--- src/rtl/doctor_console_ctrl.sv ---
// Doctor's panel sequencer: arbitrates the vital-sign display between live view, history playback and alarm status.
// Optional build macro STATUS_TIMEOUT_EN adds an automatic return from the status page after SHOLD cycles.
module doctor_console_ctrl #(
  parameter int NPARAM = 4,
  parameter int SELW   = 2,
  parameter int AW     = 3,
  parameter int DWELL  = 13,
  parameter int TW     = 4,
  parameter int SHOLD  = 13
) (
  input  logic            clk,
  input  logic            rst,
  input  logic            postop,
  input  logic            tasto_change,
  input  logic            tasto_hist,
  input  logic            tasto_status,
  input  logic [AW:0]     hist_count,
  input  logic            hist_rd_ack,
  output logic [1:0]      mode,
  output logic [SELW-1:0] sel,
  output logic            hist_rd_req,
  output logic [AW-1:0]   hist_rd_addr,
  output logic            hist_busy
);

  typedef enum logic [1:0] {M_IDLE = 2'b00, M_LIVE = 2'b01, M_HIST = 2'b10, M_STATUS = 2'b11} mode_t;
  typedef enum logic {S_REQ = 1'b0, S_DWELL = 1'b1} sub_t;

  localparam logic [SELW-1:0] SEL_LAST = SELW'(NPARAM - 1);
  localparam logic [TW-1:0]   DWELL_LD = TW'(DWELL - 1);
  localparam logic [AW:0]     ONE_CNT  = (AW + 1)'(1);

  if (NPARAM < 1 || NPARAM > 2**SELW || DWELL < 1 || DWELL > 2**TW || SHOLD < 1 || SHOLD > 2**TW)
  begin : g_param_check
    $error("doctor_console_ctrl: parameter out of range");
  end

  mode_t           r_mode;
  sub_t            r_sub;
  logic [SELW-1:0] r_sel;
  logic            r_req;
  logic [AW-1:0]   r_addr;
  logic            r_busy;
  logic [TW-1:0]   r_cnt;
  logic [AW:0]     r_hcnt;
  logic [2:0]      r_lvl;
  logic [2:0]      r_pulse;
`ifdef STATUS_TIMEOUT_EN
  logic [TW-1:0]   r_hold;
  localparam logic [TW-1:0] HOLD_LD = TW'(SHOLD - 1);
`endif

  logic [2:0] w_btn;
  logic       w_stat;
  logic       w_hist;
  logic       w_chg;
  logic       w_last;

  // Bit order {status, hist, change}; the pulse register makes each press act one cycle after the level rises.
  assign w_btn  = {tasto_status, tasto_hist, tasto_change};
  assign w_stat = r_pulse[2];
  assign w_hist = r_pulse[1] & ~r_pulse[2];
  assign w_chg  = r_pulse[0] & ~r_pulse[1] & ~r_pulse[2];
  assign w_last = ({1'b0, r_addr} == (r_hcnt - ONE_CNT));

  always_ff @(posedge clk or negedge rst) begin
    if (!rst) begin
      r_lvl   <= '0;
      r_pulse <= '0;
    end else begin
      r_pulse <= w_btn & ~r_lvl;
      r_lvl   <= w_btn;
    end
  end

  always_ff @(posedge clk or negedge rst) begin
    if (!rst) begin
      r_mode <= M_IDLE;
      r_sub  <= S_REQ;
      r_sel  <= '0;
      r_req  <= 1'b0;
      r_addr <= '0;
      r_busy <= 1'b0;
      r_cnt  <= '0;
      r_hcnt <= '0;
`ifdef STATUS_TIMEOUT_EN
      r_hold <= '0;
`endif
    end else if (!postop) begin
      r_mode <= M_IDLE;
      r_busy <= 1'b0;
      r_sel  <= '0;
      r_req  <= 1'b0;
    end else begin
      case (r_mode)
        M_IDLE: r_mode <= M_LIVE;
        M_LIVE: begin
          if (w_stat) begin
            r_mode <= M_STATUS;
`ifdef STATUS_TIMEOUT_EN
            r_hold <= HOLD_LD;
`endif
          end else if (w_hist) begin
            if (hist_count != '0) begin
              r_mode <= M_HIST;
              r_busy <= 1'b1;
              r_sub  <= S_REQ;
              r_req  <= 1'b1;
              r_addr <= '0;
              r_hcnt <= hist_count;
            end
          end else if (w_chg) begin
            r_sel <= (r_sel == SEL_LAST) ? '0 : r_sel + SELW'(1);
          end
        end
        M_HIST: begin
          if (w_stat) begin
            r_mode <= M_STATUS;
            r_busy <= 1'b0;
            r_req  <= 1'b0;
`ifdef STATUS_TIMEOUT_EN
            r_hold <= HOLD_LD;
`endif
          end else if (w_hist) begin
            r_mode <= M_LIVE;
            r_busy <= 1'b0;
            r_req  <= 1'b0;
          end else if (r_sub == S_REQ) begin
            if (hist_rd_ack) begin
              r_req <= 1'b0;
              r_sub <= S_DWELL;
              r_cnt <= DWELL_LD;
            end
          end else if (r_cnt != '0) begin
            r_cnt <= r_cnt - TW'(1);
          end else if (w_last) begin
            r_mode <= M_LIVE;
            r_busy <= 1'b0;
          end else begin
            r_addr <= r_addr + AW'(1);
            r_req  <= 1'b1;
            r_sub  <= S_REQ;
          end
        end
        M_STATUS: begin
          if (w_stat) begin
            r_mode <= M_LIVE;
          end
`ifdef STATUS_TIMEOUT_EN
          else if (r_hold == '0) begin
            r_mode <= M_LIVE;
          end else begin
            r_hold <= r_hold - TW'(1);
          end
`endif
        end
      endcase
    end
  end

  assign mode         = r_mode;
  assign sel          = r_sel;
  assign hist_rd_req  = r_req;
  assign hist_rd_addr = r_addr;
  assign hist_busy    = r_busy;

endmodule

--- config.mk ---
export PLATFORM = sky130hd
export DESIGN_NAME = doctor_console_ctrl
export DESIGN_NICKNAME = d
export VERILOG_FILES = /design/src/rtl/doctor_console_ctrl.sv
export SDC_FILE = /design/constraint.sdc
export NUM_CORES = 1
export LEC_CHECK = 0
export ABC_AREA = 1
export CAP_MARGIN = 20
export CORE_MARGIN = 3
export CORE_UTILIZATION = 53
export CTS_CLUSTER_DIAMETER = 50
export CTS_CLUSTER_SIZE = 8
export DETAILED_ROUTE_END_ITERATION = 10
export GPL_ROUTABILITY_DRIVEN = 0
export PLACE_DENSITY = 0.78
export SLEW_MARGIN = 20
export SYNTH_ARGS = -nofsm -noshare
export SYNTH_HDL_FRONTEND = slang
export SYNTH_SLANG_ARGS = --single-unit
export TNS_END_PERCENT = 20
--- constraint.sdc ---
create_clock -name clk -period 1.84 [get_ports clk]
set_clock_uncertainty 0.15 [all_clocks]
set_input_delay 0.368 -clock clk [delete_from_list [all_inputs] [get_ports clk]]
set_output_delay 0.368 -clock clk [all_outputs]
set_load 0.1 [all_outputs]
==> impl_metrics.py <==
metrics = {
    "setup_path": {
        "crit_slowest_cell": "dfrtp_4",
        "critical_path_required_ns": 1.32,
        "critPathKind": "reg2out",
        "timing.rr.start": "mode[1]$_DFFE_PN0P_",
        "end_kind": "primary output",
        "reg2regPathDepth": 9,
        "critPathMaxStageDelay_ns": 0.50,
        "critPathLaunchType": "flop",
        "crit_chain": "buf_6 -> buf_4 -> buf_12",
        "startpoint": "mode[0]$_DFFE_PN0P_",
        "arrival_ns": 1.26,
        "cp_max_fo": 3,
    },
    "layout": {
        "final_cell_count_no_fill": 244,
        "nets": 235,
        "syn2layout_area_growth_pct": 38.7,
        "drive_above_1_share": 0.273,
        "antenna_cells": 0,
    },
    "timing": {
        "fin_crit_sh": 0.965,
        "tightest_slew_ns": 0.325,
        "setup_slack_ns": 0.0650,
        "setup_viol": 0,
        "max_freq_mhz": 563,
        "final-max-slew-violation-count": 0,
        "rsz0062_at_grt": "true",
        "min_period_ns": 1.78,
        "whs_ns": 0.237,
        "slew_headroom": 0.782,
        "finalHoldViolations": 0,
    },
    "floorplan": {
        "io_pins": 20,
        "start_util": 0.592,
        "die-area_um2": 3260,
        "core-area_um2": 2340,
        "dieHeight_um": 57.1,
        "placementRows": 17,
        "die_w_um": 57.1,
    },
    "synth": {
        "synth_top_family_by_area": "simple AND/OR/NAND/NOR gates",
        "synthAdderAreaFrac": 0.0632,
        "yosysTopAreaCell": "dfrtp_1",
        "synthesis.nets": 200,
        "synthTopCellsByArea": "dfrtp_1 43%, nand2_1 12%, nand3_1 7.9%, ha_1 6.3%, inv_1 5.7%",
        "synthSimpleGateAreaFrac": 0.334,
        "synth_compound_area_frac": 0.0813,
        "synth_common_cells": "43 x nand2_1, 24 x dfrtp_1, 22 x nand3_1, 21 x inv_1, 17 x nor2_1",
        "synth-async-reset-ratio": 1.00,
        "netlist_instances": 182,
        "synth_edf_count": 0,
        "synth-seq-area-share": 0.434,
        "synth_top_flop_cell": "dfrtp_1",
        "syn_area_per_cell_um2": 7.61,
        "synth_top_area_frac": 0.434,
        "synth_cell_type_count": 25,
        "synth-seq-cells": 24,
        "yosys_warnings": 0,
        "synthesis.area_um2": 1390,
        "synthMuxAreaShare": 0,
        "synth_most_common_cell": "nand2_1",
        "synth_xor_area_frac": 0,
    },
    "placed_design": {
        "place_ws_ns": -0.126,
        "hpwlAfterDp_mm": 2.28,
        "placed_cells": 238,
        "portBuffers": 19,
    },
    "clock_network": {
        "cts-root-buf": "clkbuf_4",
        "cts.sinks": 24,
        "cts_tree": "yes",
        "hold_buffers": 0,
        "clk_path_buf_depth": 2,
        "h-tree-depth": 1,
        "path_clk_slew_ns": 0.13,
        "numCtsBuffers": 3,
        "clkLatencyLatePin_ns": 0.32,
    },
    "routing": {
        "routed-wl-met3_um": 221,
        "met2_length_mm": 1.76,
        "drtAntennaViolNets": 0,
        "drcViolationCount": 0,
        "vias": 1356,
        "post_drt_wl_per_cell_um": 13.9,
        "drt_iter0_markers": 68,
        "top_layer": "met4",
        "totalWireLength_mm": 3.38,
        "firstDrtPassIters": 4,
        "route.layer.met1.wl_mm": 1.31,
        "routed_via_density": 5.56,
    },
    "power": {
        "p_seq_frac": 0.311,
        "p_clk_frac": 0.115,
        "power.density_nw_per_um2": 1280,
        "leakage_nw": 0.905,
        "pwr-share-comb": 0.574,
        "ir_drop_uv": 1200,
        "internal_power_mw": 1.33,
        "p_switching_mw": 1.13,
        "swShare": 0.459,
    },
    "global_routing": {
        "grt_max_degree": 25,
        "track_usage": 0.209,
        "grt_pass1_vias": 1285,
        "grt_pass1_wl_mm": 5.41,
        "antenna_found_initial": 0,
        "overflow": 0,
    },
    "flow_run": {
        "cap_violations": 0,
    },
    "hold_path": {
        "hold_path.class": "in2async",
    },
    "status": {
        "status": "complete, no violations",
    },
}
==> metrics by stage <==
stage	util	instance area [um2]	setup TNS [ns]	total power, mW
2_1_floorplan	-	1400	-0.0101	1.58
3_3_place_gp	0.761	1780	-0.201	1.97
3_5_place_dp	0.761	1780	-0.951	2.01
4_1_cts	0.782	1830	0	2.31
5_1_grt	0.821	1920	-0.136	2.64
6_report	0.821	1920	0	2.47
==> final timing paths <==
path,slack (ns),to
max in group asynchronous,1.04,mode[0]$_DFFE_PN0P_
min in group clk,0.26,r_pulse[1]$_DFF_PN0_
worst max register to register,0.06,r_sub$_DFFE_PN0P_
worst max-delay path,0.06,mode[0]
worst min register to register,0.26,r_pulse[1]$_DFF_PN0_
worst min-delay path,0.24,r_cnt[2]$_DFFE_PN0P_
==> power groups by stage <==
stage          Combinational (mW)  Clock (mW)  Sequential (mW)
5_1_grt                      1.53       0.317            0.784
6_report                     1.42       0.283            0.768
2_1_floorplan               0.528           0             1.05
3_3_place_gp                 1.20           0            0.764
3_5_place_dp                 1.24           0            0.769
4_1_cts                      1.26       0.292            0.758
==> flip-flops by register name, indices dropped and copies added (netlist names) <==
name / cells
hist_busy: 1
r_cnt: 4
r_lvl: 3
hist_rd_addr: 3
r_hcnt: 4
r_sub: 1
mode: 2
hist_rd_req: 1
r_pulse: 3
sel: 2
==> cell families (layout without fill, tap and decap cells) <==
family	Yosys count	after routing
AO/OA/AOI/OAI	21	21
flip-flops	24	24
AND/OR/NAND/NOR	100	100
adder cells (fa/ha/maj)	7	7
buffers and inverters	30	64
==> final cells by class <==
class                           count  area [um2]
Tap cell                           28        35.0
Multi-Input combinational cell    128         744
Clock buffer                        4        36.3
Fill cell                         156         419
Inverter                           27         104
Timing Repair Buffer               33         389
Sequential cell                    24         612
==> timing repair <==
action	CTS	global route
gates resized for setup	3	17
pin swaps	0	10
setup endpoints to repair	8	11
buffers inserted	0	2
==> cell usage in the layout, fill, tap and decap left out, types with 2 or more instances in the layout <==
cell type,instances
a21oi_1,8
buf_12,9
buf_4,13
clkbuf_4,3
clkdlybuf4s50_1,10
dfrtp_1,19
dfrtp_2,3
dfrtp_4,2
ha_1,4
ha_4,3
inv_1,17
inv_2,9
nand2_1,40
nand2_2,5
nand3_1,21
nand3_2,2
nand4_1,3
nor2_1,17
nor3_1,3
o21ai_0,4
o21ai_1,6
==> routing by layer <==
layer | global-route usage | vias to the layer above
met2 | 0.370 | 73
met4 | 0.0695 | 0
met5 | 0 | -
li1 | - | 656
met3 | 0.0407 | 8
met1 | 0.253 | 619
==> worst max-delay path, delay by kind of cell (launching register included) <==
kind	cells	cell delay (ns)
buffers and inverters	3	0.43
flip-flops	1	0.50
No activity file was read; power rests on OpenSTA's default activity.
